<file path="src/rtl/clock_divider_pkg.sv">
// Package: clock_divider_pkg
// Shared defaults and width helpers for the multi-channel clock divider.
//   DEFAULT_DIV_W : default divisor / counter width in bits
//   DEFAULT_N_CH  : default number of divider channels
//   clog2()       : ceiling log2 used to size the channel-select port
//   ch_width()    : channel-select width, never narrower than one bit
package clock_divider_pkg;

  localparam int DEFAULT_DIV_W = 16;
  localparam int DEFAULT_N_CH  = 4;

  // Ceiling log2; clog2(1) is 0, which ch_width() widens to one bit.
  function automatic int clog2(input int value);
    int result;
    int rem;
    result = 0;
    rem    = value - 1;
    while (rem > 0) begin
      result = result + 1;
      rem    = rem >> 1;
    end
    return result;
  endfunction

  function automatic int ch_width(input int n_ch);
    return (n_ch > 1) ? clog2(n_ch) : 1;
  endfunction

endpackage

</file>
<file path="src/rtl/clock_divider_channel.sv">
// Module: clock_divider_channel
// One programmable divider channel: shadow/active divisor pair, period counter,
// registered square wave and terminal-count tick.
// Ports:
//   CLK_IN   in   1      clock, all logic on its rising edge
//   RST_N    in   1      asynchronous active-low reset
//   WR_EN    in   1      write strobe already decoded for this channel
//   WR_DIV   in   DIV_W  new divisor for the shadow register
//   SYNC     in   1      restart the period and adopt the shadow divisor
//   CLK_OUT  out  1      divided clock, low for ceil(D/2) cycles then high
//   TICK     out  1      one-cycle pulse on the last count of each period
//   PENDING  out  1      shadow divisor not yet adopted by the counter
module clock_divider_channel
  import clock_divider_pkg::*;
#(
  parameter int DIV_W       = DEFAULT_DIV_W,
  parameter int DEFAULT_DIV = 2
) (
  input  logic             CLK_IN,
  input  logic             RST_N,
  input  logic             WR_EN,
  input  logic [DIV_W-1:0] WR_DIV,
  input  logic             SYNC,
  output logic             CLK_OUT,
  output logic             TICK,
  output logic             PENDING
);

  localparam logic [DIV_W-1:0] RESET_DIV = DIV_W'(DEFAULT_DIV);
  localparam logic [DIV_W-1:0] ONE       = DIV_W'(1);

  logic [DIV_W-1:0] shadow_q, active_q, cnt_q;
  logic [DIV_W-1:0] shadow_d, active_d, cnt_d;
  logic [DIV_W-1:0] last_q, last_d, high_start;
  logic             clk_out_d, tick_d, pending_d;

  // Next-state and output decode. Outputs are derived from the next counter
  // value and next divisor so they land in the same cycle as the counter.
  // The divisor only changes at a period boundary (wrap, stopped channel or
  // SYNC), which is what keeps the output free of runt or stretched phases.
  always_comb begin
    shadow_d = WR_EN ? WR_DIV : shadow_q;
    active_d = active_q;
    cnt_d    = cnt_q;
    last_q   = active_q - ONE;

    if (SYNC) begin
      // A write in the same cycle as SYNC is adopted immediately.
      cnt_d    = '0;
      active_d = shadow_d;
    end else if (active_q == '0) begin
      // Stopped: pick up whatever divisor is queued and start from zero.
      cnt_d    = '0;
      active_d = shadow_q;
    end else if (cnt_q == last_q) begin
      cnt_d    = '0;
      active_d = shadow_q;
    end else begin
      cnt_d = cnt_q + ONE;
    end

    last_d     = active_d - ONE;
    // The high phase starts at D - floor(D/2), so odd divisors are low longer.
    high_start = active_d - (active_d >> 1);
    tick_d     = !SYNC && (active_d != '0) && (cnt_d == last_d);
    clk_out_d  = !SYNC && (active_d != '0) && (cnt_d >= high_start);
    pending_d  = (shadow_d != active_d);
  end

  // State and output registers; reset drops every output immediately.
  always_ff @(posedge CLK_IN or negedge RST_N) begin
    if (!RST_N) begin
      shadow_q <= RESET_DIV;
      active_q <= RESET_DIV;
      cnt_q    <= '0;
      CLK_OUT  <= 1'b0;
      TICK     <= 1'b0;
      PENDING  <= 1'b0;
    end else begin
      shadow_q <= shadow_d;
      active_q <= active_d;
      cnt_q    <= cnt_d;
      CLK_OUT  <= clk_out_d;
      TICK     <= tick_d;
      PENDING  <= pending_d;
    end
  end

endmodule

</file>
<file path="src/rtl/clock_divider_multi.sv">
// Module: clock_divider_multi
// N-channel programmable integer clock divider. The processor writes a divisor
// per channel; each channel produces a divided clock and a tick enable.
// Ports:
//   CLK_IN   in   1      single clock, all logic on its rising edge
//   RST_N    in   1      asynchronous active-low reset
//   WR_EN    in   1      divisor write strobe
//   WR_CH    in   CH_W   target channel; indices >= N_CH are ignored
//   WR_DIV   in   DIV_W  new divisor for the target channel
//   SYNC     in   1      restart all channels in phase
//   CLK_OUT  out  N_CH   divided clock per channel
//   TICK     out  N_CH   terminal-count pulse per channel
//   PENDING  out  N_CH   divisor update queued per channel
module clock_divider_multi
  import clock_divider_pkg::*;
#(
  parameter  int N_CH        = DEFAULT_N_CH,
  parameter  int DIV_W       = DEFAULT_DIV_W,
  parameter  int DEFAULT_DIV = 2,
  localparam int CH_W        = ch_width(N_CH)
) (
  input  logic             CLK_IN,
  input  logic             RST_N,
  input  logic             WR_EN,
  input  logic [CH_W-1:0]  WR_CH,
  input  logic [DIV_W-1:0] WR_DIV,
  input  logic             SYNC,
  output logic [N_CH-1:0]  CLK_OUT,
  output logic [N_CH-1:0]  TICK,
  output logic [N_CH-1:0]  PENDING
);

  // Each channel only matches its own index, so out-of-range channel numbers
  // never hit any instance and are dropped without extra range logic.
  for (genvar i = 0; i < N_CH; i++) begin : g_ch
    logic wr_hit;
    assign wr_hit = WR_EN && (WR_CH == CH_W'(i));

    clock_divider_channel #(
      .DIV_W       (DIV_W),
      .DEFAULT_DIV (DEFAULT_DIV)
    ) u_channel (
      .CLK_IN  (CLK_IN),
      .RST_N   (RST_N),
      .WR_EN   (wr_hit),
      .WR_DIV  (WR_DIV),
      .SYNC    (SYNC),
      .CLK_OUT (CLK_OUT[i]),
      .TICK    (TICK[i]),
      .PENDING (PENDING[i])
    );
  end

endmodule
</file>
<file path="config.mk">
export PLATFORM = sky130hd
export DESIGN_NAME = clock_divider_multi
export DESIGN_NICKNAME = d
export VERILOG_FILES = /design/src/rtl/clock_divider_pkg.sv /design/src/rtl/clock_divider_channel.sv /design/src/rtl/clock_divider_multi.sv
export SDC_FILE = /design/constraint.sdc
export NUM_CORES = 1
export LEC_CHECK = 0
export CORE_MARGIN = 2
export CORE_UTILIZATION = 60
export CTS_BUF_LIST = sky130_fd_sc_hd__clkbuf_8
export DETAILED_ROUTE_END_ITERATION = 16
export GPL_ROUTABILITY_DRIVEN = 0
export PLACE_DENSITY_LB_ADDON = 0.25
export SYNTH_ARGS = -nofsm -noshare
export SYNTH_HDL_FRONTEND = slang
export SYNTH_SLANG_ARGS = --single-unit
</file>
<file path="constraint.sdc">
create_clock -name CLK_IN -period 19.9 [get_ports CLK_IN]
set_clock_uncertainty 0.2 [all_clocks]
set_input_delay 5.97 -clock CLK_IN [delete_from_list [all_inputs] [get_ports CLK_IN]]
set_output_delay 5.97 -clock CLK_IN [all_outputs]
set_load 0.05 [all_outputs]
</file>
Yosys cells after proc, flatten, opt, wreduce, memory -nomap -nowiden
Index checks and enable logic that the tools add are counted.
{"block": "op_classes", "addsub": 16, "multipliers": 0, "div": 0, "n_lt_le_gt_ge": 4, "eq_ne": 15, "n_shift": 0, "mux": 28, "bitwise": 0, "reduce_logical": 26}
{"cell": "two-way mux 16 bit", "count": 28}
{"cell": "equality test 16 bit", "count": 8}
{"cell": "subtractor 16 x 1 -> 16 bit (second input constant)", "count": 8}
{"cell": "adder 16 x 1 -> 16 bit (second input constant)", "count": 4}
{"cell": "greater-or-equal comparator 16 bit", "count": 4}
{"cell": "zero test 16 bit", "count": 4}
{"cell": "!= test 16 bit", "count": 4}
{"cell": "nonzero test 16 bit", "count": 4}
{"cell": "subtractor 16 x 15 -> 16 bit", "count": 4}
{"cell": "logical AND 1 bit", "count": 16}
{"cell": "equality test 2 bit (second input constant)", "count": 2}
{"cell": "equality test 2 x 1 -> 1 bit (second input constant)", "count": 1}
{"cell": "zero test 2 bit", "count": 1}
{"cell": "zero test 1 bit", "count": 1}
{"block": "word_totals", "reg_bits": 204, "latch_bits": 0, "ramBits": 0, "romBits": 0, "inputBits": 22, "out_inout_bits": 12, "elab_cells": 113, "mem_count": 0}

Depth between registers and ports, before layout
Gate-level depths: netlist of the first run.
{"block": "logic_depth", "word_depth": 8, "depth_mapped": 35, "mapped_depth_nobuf": 33}

Cells and area by module
Synthesis of the first run repeated with hierarchy kept, for this count alone.
{"block": "hier_totals", "hier_cells": 2348, "area_unflattened_um2": 19990.4}
{"mod": "clock_divider_channel at g_ch[1].u_channel", "instances": 1, "cells_each": 586, "area_each_um2": 5074.9, "seq_area_each_um2": 1278.7}
{"mod": "clock_divider_channel at g_ch[3].u_channel", "instances": 1, "cells_each": 594, "area_each_um2": 5049.8, "seq_area_each_um2": 1278.7}
{"mod": "clock_divider_channel at g_ch[0].u_channel", "instances": 1, "cells_each": 592, "area_each_um2": 4942.2, "seq_area_each_um2": 1278.7}
{"mod": "clock_divider_channel at g_ch[2].u_channel", "instances": 1, "cells_each": 572, "area_each_um2": 4885.9, "seq_area_each_um2": 1278.7}
{"mod": "clock_divider_multi", "instances": 1, "cells_each": 4, "area_each_um2": 37.5, "seq_area_each_um2": 0.0}

Worst setup path after synthesis of the first run
No wires, ideal clock.
{"block": "synth_path", "path_type": "in2reg", "start": "input SYNC", "end": "register g_ch[3].u_channel.CLK_OUT", "setup_time_ps": 135, "arrival_time_ps": 11726, "t_required_ps": 19565, "setup_slack_ps": 7838, "stages": 29, "n_path_buf": 9, "path_cell_list": "clkbuf_1 > inv_1 > clkbuf_1 > buf_1 > clkbuf_1 > buf_1 > clkbuf_1 > buf_1 > buf_1 > clkbuf_1 > o21ai_0 > ha_1 > a21oi_1 > o21ai_0 > nor2_1 > nor2_1 > a2bb2oi_1 > nand2_1 > a21oi_1 > xor2_1 > ha_1 > a21oi_1 > nor2b_1 > o21ai_0 > nand2b_1 > a21o_1 > a2111oi_0 > o21a_1 > a311oi_1"}
{"block": "synth_between", "elab_chain_cells": 4, "word_cells_on_any_way": 8, "cone_classes": "add/sub: 1; order compare: 1; mux: 2; reduce/logical: 4"}
{"element": "from (decl)", "line": "clock_divider_multi.sv:27", "rtl": "input logic SYNC,"}
{"element": "two-way mux 16 bit", "line": "clock_divider_channel.sv:47", "rtl": "if (SYNC) begin"}
{"element": "subtractor 16 x 15 -> 16 bit or nonzero test 16 bit (tied branches)", "line": "clock_divider_channel.sv:64, clock_divider_channel.sv:66"}
{"element": "greater-or-equal comparator 16 bit or logical AND 1 bit (tied branches)", "line": "clock_divider_channel.sv:66", "rtl": "clk_out_d = !SYNC && (active_d != '0) && (cnt_d >= high_start);"}
{"element": "logical AND 1 bit *", "line": "clock_divider_channel.sv:66"}
{"element": "net g_ch[3].u_channel.clk_out_d", "line": "clock_divider_channel.sv:35", "rtl": "logic clk_out_d, tick_d, pending_d;"}
{"element": "to (signal assigned)", "line": "clock_divider_channel.sv:83", "rtl": "CLK_OUT <= clk_out_d;"}
{"element": "to (decl)", "line": "clock_divider_channel.sv:24", "rtl": "output logic CLK_OUT,"}
The timed path passes the listed nets; every way through them passes the cells marked *.

Worst setup path after layout of the first run
{"block": "layout_path", "start": "input SYNC", "end": "register g_ch[1].u_channel.CLK_OUT"}
{"block": "layout_between", "elab_chain_cells": 4, "word_cells_on_any_way": 8, "cone_classes": "add/sub: 1; order compare: 1; mux: 2; reduce/logical: 4"}
{"element": "two-way mux 16 bit *", "line": "clock_divider_channel.sv:47"}
{"element": "net g_ch[1].u_channel.active_d[1]", "line": "clock_divider_channel.sv:33", "rtl": "logic [DIV_W-1:0] shadow_d, active_d, cnt_d;"}
{"element": "subtractor 16 x 15 -> 16 bit or nonzero test 16 bit (tied branches)", "line": "clock_divider_channel.sv:64, clock_divider_channel.sv:66"}
{"element": "greater-or-equal comparator 16 bit or logical AND 1 bit (tied branches)", "line": "clock_divider_channel.sv:66"}
{"element": "logical AND 1 bit *", "line": "clock_divider_channel.sv:66"}
{"element": "net g_ch[1].u_channel.clk_out_d", "line": "clock_divider_channel.sv:35"}
{"element": "to (signal assigned)", "line": "clock_divider_channel.sv:83"}
{"element": "to (decl)", "line": "clock_divider_channel.sv:24"}
Marks and branches as above.

==> results of run 1 <==
path summary, 6_finish.rpt:
path	start	end	slack [ps]
max	SYNC	g_ch[1].u_channel.CLK_OUT	7600
min	g_ch[3].u_channel.shadow_q[15]	g_ch[3].u_channel.shadow_q[15]	360
max reg2reg	g_ch[0].u_channel.active_q[7]	g_ch[0].u_channel.CLK_OUT	12080
min reg2reg	g_ch[3].u_channel.shadow_q[15]	g_ch[3].u_channel.shadow_q[15]	360
max in group asynchronous	RST_N	g_ch[3].u_channel.shadow_q[9]	12530
min in group asynchronous	RST_N	g_ch[0].u_channel.active_q[13]	5370
sequential cells by signal (all words and copies together), names as in the netlist:
register	flops
g_ch.u_channel.active_q	64
g_ch.u_channel.TICK	4
g_ch.u_channel.CLK_OUT	4
g_ch.u_channel.PENDING	4
g_ch.u_channel.cnt_q	64
g_ch.u_channel.shadow_q	64
power breakdown:
part / leakage [nW] / internal [mW] / total [mW] / switching (mW)
Clock: 0.480 / 0.273 / 0.469 / 0.196
Combinational: 6.14 / 0.363 / 0.863 / 0.499
Sequential: 2.52 / 0.469 / 0.547 / 0.0781
Total: 9.14 / 1.11 / 1.88 / 0.773
cells in the final DEF (no fill, tap or decap), types with 52 or more instances in the layout:
cell,Yosys,routed
inv_1,162,168
dfrtp_1,196,196
o21ai_0,64,64
nand2_1,109,109
nor2_1,209,209
a21oi_1,116,116
mux2i_1,101,101
xnor2_1,181,181
nand3_1,72,72
ha_1,170,170
xor2_1,107,107
clkbuf_8,0,52
cell type report:
class	instances	area, um2
multi-input cells	1724	12700
fillers	2578	10500
flip-flops and latches	204	5110
clock buffers	52	716
inverters	164	617
well taps	396	495
repair buffers	46	428
clock inverters	16	156
critical path: cells and delay by family:
family,cells,cell delay [ps]
xor+xnor,1,140
simple gates,9,1350
compound gates,11,2130
fa+ha+maj,2,550
buf+inv,6,2310
metrics by stage:
| stage | setup slack (ps) | util, % | cells | hold WS, ps | instance area [um2] |
|---|---|---|---|---|---|
| 2_1_floorplan | 7840 | - | 2180 | 297 | 18800 |
| 3_3_place_gp | 7490 | 63.0 | 2534 | 326 | 19400 |
| 3_5_place_dp | 7220 | 63.0 | 2534 | 341 | 19400 |
| 4_1_cts | 7770 | 65.9 | 2602 | 359 | 20300 |
| 5_1_grt | 7130 | 65.9 | 2602 | 373 | 20300 |
| 6_report | 7600 | 65.9 | 2602 | 357 | 20300 |
per-layer routing:
layer  routed length [um]  vias up  track usage [%]  part of all wire (%)
li1                     -     7791                -                     -
met1                22300     8091             42.0                    42
met2                24800      681             53.0                    47
met3                 4080      135             5.22                   7.7
met4                 1680        0             11.4                   3.2
met5                    0        -                0                     0
cell families (layout without fill, tap and decap cells):
family	after synthesis	count (layout)	synth area share, %
and+or+nand+nor	655	655	17.6
AOI/OAI and AO/OA	469	469	17.4
xor gates and xnor gates	289	289	13.5
buffers and inverters	252	278	5.36
DFF	204	204	27.1
adders and majority gates	171	171	11.3
muxes	140	140	7.69
==> qor.txt, run 1 <==
Sequential share of the synthesized area - 27.1%
Initial DRC count - 1399
Synth cell types - 95
Max Slew Vio Count - 0
GRT Total Usage - 31.9%
Power Total - 1.88 mW
Die area - 0.0328 mm2
Io pins - 34
Max stage delay on crit path - 740 ps
Mapped Cells - 2180
Synth warn - 0
Worst-Margin Slew - 1110 ps
Synth cell count leaders - 209 x nor2_1, 196 x dfrtp_1, 181 x xnor2_1
Largest net degree at the start of global routing - 131
Die width - 181 um
Layout cells sized above 1 - 7.62%
Max-Cap Viols - 0
Main synth FF type - dfrtp_1
CTS max path bufs - 3
Area growth, synth to finish - 7.48%
Most frequent cell after synthesis - nor2_1
Post-CTS setup buffer count - 0
H-tree Lvls - 2
Worst VDD drop - 0.0564 mV
EDFF count, synth - 0
Most used cell, CP - a21o_1
Mapped cell area - 0.0188 mm2
Worst-path clk slew - 60 ps
Data required time at the worst endpoint - 20130 ps
Syn nets - 2372
Vias in the first global route - 16400
Unrepaired setup endpoints after global routing - false
Synth Register Bits - 204
Worst Path Class, Setup - input port to flip-flop
Via density - 6.42
Initial core utilization - 61.3%
Rows - 64
PortBufs - 33
Final Hold Fails - 0
Drt drc - 0
Die height - 181 um
R2R depth - 30
Post-layout min period - 12300 ps
Initial antenna violation count - 0
Syn Area/Cell - 8.64 um2
Yosys top cell area share - 26.0%
Core ar. - 0.0307 mm2
CP arrival - 12540 ps
CP Capture Type - flip-flop
CTS tree - done
PwrDens - 92.8 mW/mm2
Fmax - 0.0813 GHz
Worst-path maximum fanout - 72
WL final - 52800 um
Hold Path Depth - 2
FFs w/ async S/R, synth - 100%
Synth area leader - dfrtp_1
Top cells by area, synth - dfrtp_1 26%, ha_1 11%, xnor2_1 8.4%
CTS root buf - clkbuf_8
ANT nets after route - 0
Setup violators final - 0
# diodes - 0
WL per Instance - 20.3 um
Setup TNS Final - 0 ps
Post-DP HPWL - 40100 um
Leakage - 9.14 nW
Clock Latency Late Sink - 560 ps
Vias - 16700
Final net count - 2370
CTS Sinks - 204
HP Class - flip-flop to flip-flop
CTS buffer count - 38
# hold bufs at CTS - 0
Fin crit share - 61.8%
Status - finished, final reports clean
1st-pass router iterations - 7
Slew Limit Headroom - 26.0%
PostCTS Resize Cnt - 0
Slowest cell on the critical path - clkinv_2
First-pass GRT wire length - 85000 um
Worst setup SP type - input port
GR Overflow Total - 0
Power figures use the tool's default switching activity.
==> run 2: changes to the inputs <==
==> constraint.sdc (replaced) <==
create_clock -name CLK_IN -period 10.15 [get_ports CLK_IN]
set_clock_uncertainty 0.2 [all_clocks]
set_input_delay 3.045 -clock CLK_IN [delete_from_list [all_inputs] [get_ports CLK_IN]]
set_output_delay 3.045 -clock CLK_IN [all_outputs]
set_load 0.05 [all_outputs]
==> run 2 against run 1 <==
Against the previous run:
- core utilization is 0.30 points lower
- sequential share of layout area rose by 0.12 points
- total power rose by 90%
- setup slack worse by 6100 ps
- clock power is 73% higher
- non-clock buffer count up 3
- largest cell class unchanged
- count of clock-buffer cells in the layout decreased by 6
- via count decreased by 0.58%
- register-to-register slack worse by 9800 ps
==> qor.txt, run 2 (synthesized netlist as in run 1, its figures left out) <==
ANT nets after route - 0 (unchanged)
Worst-path maximum fanout - 7 (-90%)
Worst-Margin Slew - 1090 ps (-20.2 ps)
1st-pass router iterations - 5 (-2)
Largest regs - g_ch.u_channel.active_q (64), g_ch.u_channel.cnt_q (64), g_ch.u_channel.shadow_q (64)
Initial core utilization - 61.3% (unchanged)
Slew Limit Headroom - 27.4% (+1.4 points)
Reg2reg start - g_ch[2].u_channel.active_q[0]
First-pass GRT wire length - 85500 um (+0.52%)
Initial DRC count - 1558 (+11%)
Detail Route met2 WL - 24400 um (-1.4%)
CTS buffer count - 36 (-5.3%)
Top Layer Used - met5
WL per Instance - 20.2 um (-0.75%)
Reg2reg end - g_ch[2].u_channel.CLK_OUT
CTS max path bufs - 3 (unchanged)
Dpl cell area - 0.0194 mm2 (+0.12%)
Post-layout min period - 8650 ps
CP Capture Type - flip-flop
Initial antenna violation count - 1 (+1)
GRT Total Usage - 31.9% (+0.074 points)
Die height - 181 um (unchanged)
Status - finished, final reports clean
Worst slack, placed - 1120 ps (-6100 ps)
Die width - 181 um (unchanged)
Post-CTS setup buffer count - 0 (unchanged)
Worst Path Class, Setup - input port to flip-flop
Io pins - 34 (unchanged)
Clock Latency Late Sink - 560 ps (about the same)
R2R depth - 31 (+3.3%)
Fmax - 0.116 GHz
Vias in the first global route - 16100 (-1.7%)
HP Start - g_ch[0].u_channel.shadow_q[12]
Post-DP HPWL - 40000 um (-0.14%)
PortBufs - 33 (unchanged)
Die area - 0.0328 mm2 (unchanged)
CTS Sinks - 204 (unchanged)
Leakage - 9.11 nW (-0.36%)
Reg2Reg Setup Slack - 2330 ps (-9750 ps)
WL final - 52500 um (-0.71%)
Met3 routed WL - 4090 um (+0.42%)
HP Class - flip-flop to flip-flop
CP arrival - 8870 ps (-3670 ps)
Rows - 64 (unchanged)
Area growth, synth to finish - 6.99%
Unrepaired setup endpoints after global routing - false
Worst-path clk slew - 60 ps (about the same)
Worst setup SP type - input port
Met1 WL - 22000 um (-1.4%)
Core ar. - 0.0307 mm2 (unchanged)
# diodes - 0 (unchanged)
Layout cells sized above 1 - 7.48% (-0.14 points)
Data required time at the worst endpoint - 10370 ps (-9760 ps)
Fillers - 2626 (+1.9%)
Post-layout util - 65.6% (-0.30 points)
Finished Layout Cells - 2603 (+0.038%)
Setup WS post-layout - 1500 ps (-6100 ps)
Setup TNS Final - 0 ps (unchanged)
Drt drc - 0 (unchanged)
# hold bufs at CTS - 0 (unchanged)
Setup violators final - 0 (unchanged)
PostCTS Resize Cnt - 0 (unchanged)
Worst VDD drop - 0.128 mV (+130%)
Fin crit share - 85.2%
PwrDens - 177 mW/mm2 (+91%)
H-tree Lvls - 2 (unchanged)
Final net count - 2371 (+0.042%)
Vias - 16600 (-0.58%)
GR Overflow Total - 0 (unchanged)
WHS Endpoint - g_ch[0].u_channel.shadow_q[12]
Max Slew Vio Count - 0 (unchanged)
Hold Path Depth - 2 (unchanged)
Max-Cap Viols - 0 (unchanged)
Final Hold Fails - 0 (unchanged)
Most frequent cells in the layout - 209 x nor2_1, 196 x dfrtp_1, 181 x xnor2_1, 172 x inv_1, 170 x ha_1
Commonest non-fill, non-tap cell in the layout - nor2_1
CTS tree - done
Final Cell Area - 0.0202 mm2 (-0.46%)
Largest net degree at the start of global routing - 73 (-44%)
Via density - 6.38 (-0.62%)
Cells after DPL - 2537 (+0.12%)
CTS root buf - clkbuf_8
## run 2: changes by cell type in the layout (fill, tap and decap cells not counted), sizes merged
cell | before | now
inv | 171 | 175
bufinv | 3 | 1
clkbuf | 52 | 46
clkinv | 6 | 7
buf | 15 | 18
clkinvlp | 0 | 1
## run 2: cell type report
| type | count | area [um2] | share of cell area [%] |
|---|---|---|---|
| multi-input combinational | 1724 | 12700 | 63.1 |
| tap | 396 | 495 | 2.46 |
| clock buffer | 46 | 633 | 3.14 |
| timing repair buffer | 49 | 450 | 2.23 |
| clock inverter | 20 | 124 | 0.614 |
| sequential | 204 | 5110 | 25.4 |
| inverter | 164 | 617 | 3.06 |
## run 2: critical path, cell delays in order
cell	delay (ps)
clkdlybuf4s50_1	460
nand3b_1	480
mux2i_1	590
nor2_1	130
a211oi_1	740
inv_1	300
ha_1	320
a21oi_1	180
o31ai_1	120
nand2_1	120
nor2_1	50
a21oi_1	170
xnor2_1	140
ha_1	250
a21o_1	160
a21o_1	160
a21o_1	170
a21oi_1	150
nor2b_1	60
o21ai_0	140
nand2b_1	80
a21o_1	180
a2111oi_0	360
o21ai_0	140
and3_1	180
## run 2: how the worst max path moves through the flow
stage	from	to	slack, ps	depth (start not counted)
3_5_place_dp	WR_CH[1]	g_ch[1].u_channel.CLK_OUT	1120	25
6_report	WR_CH[1]	g_ch[1].u_channel.CLK_OUT	1500	25
2_1_floorplan	SYNC	g_ch[3].u_channel.CLK_OUT	1010	29
3_3_place_gp	WR_CH[1]	g_ch[1].u_channel.CLK_OUT	1310	25
5_1_grt	WR_CH[1]	g_ch[1].u_channel.CLK_OUT	1080	25
4_1_cts	WR_CH[1]	g_ch[1].u_channel.CLK_OUT	1660	25
## run 2: through the flow
stage	power (mW)	hold slack, ps
2_1_floorplan	2.33	297
3_3_place_gp	2.67	325
3_5_place_dp	2.73	337
4_1_cts	3.55	350
5_1_grt	3.82	384
6_report	3.56	351
## run 2: metal layers
layer / GRT usage, % / vias to the layer above
li1: - / 7763
met1: 42.9 / 7938
met2: 52.1 / 751
met3: 5.18 / 147
met4: 11.7 / 2
met5: 0 / -
## run 2: power breakdown
| group | total [mW] | switching, mW | internal [mW] |
|---|---|---|---|
| combinational | 1.68 | 0.967 | 0.713 |
| sequential | 1.07 | 0.151 | 0.920 |
| clock | 0.813 | 0.376 | 0.437 |
| total | 3.56 | 1.49 | 2.07 |
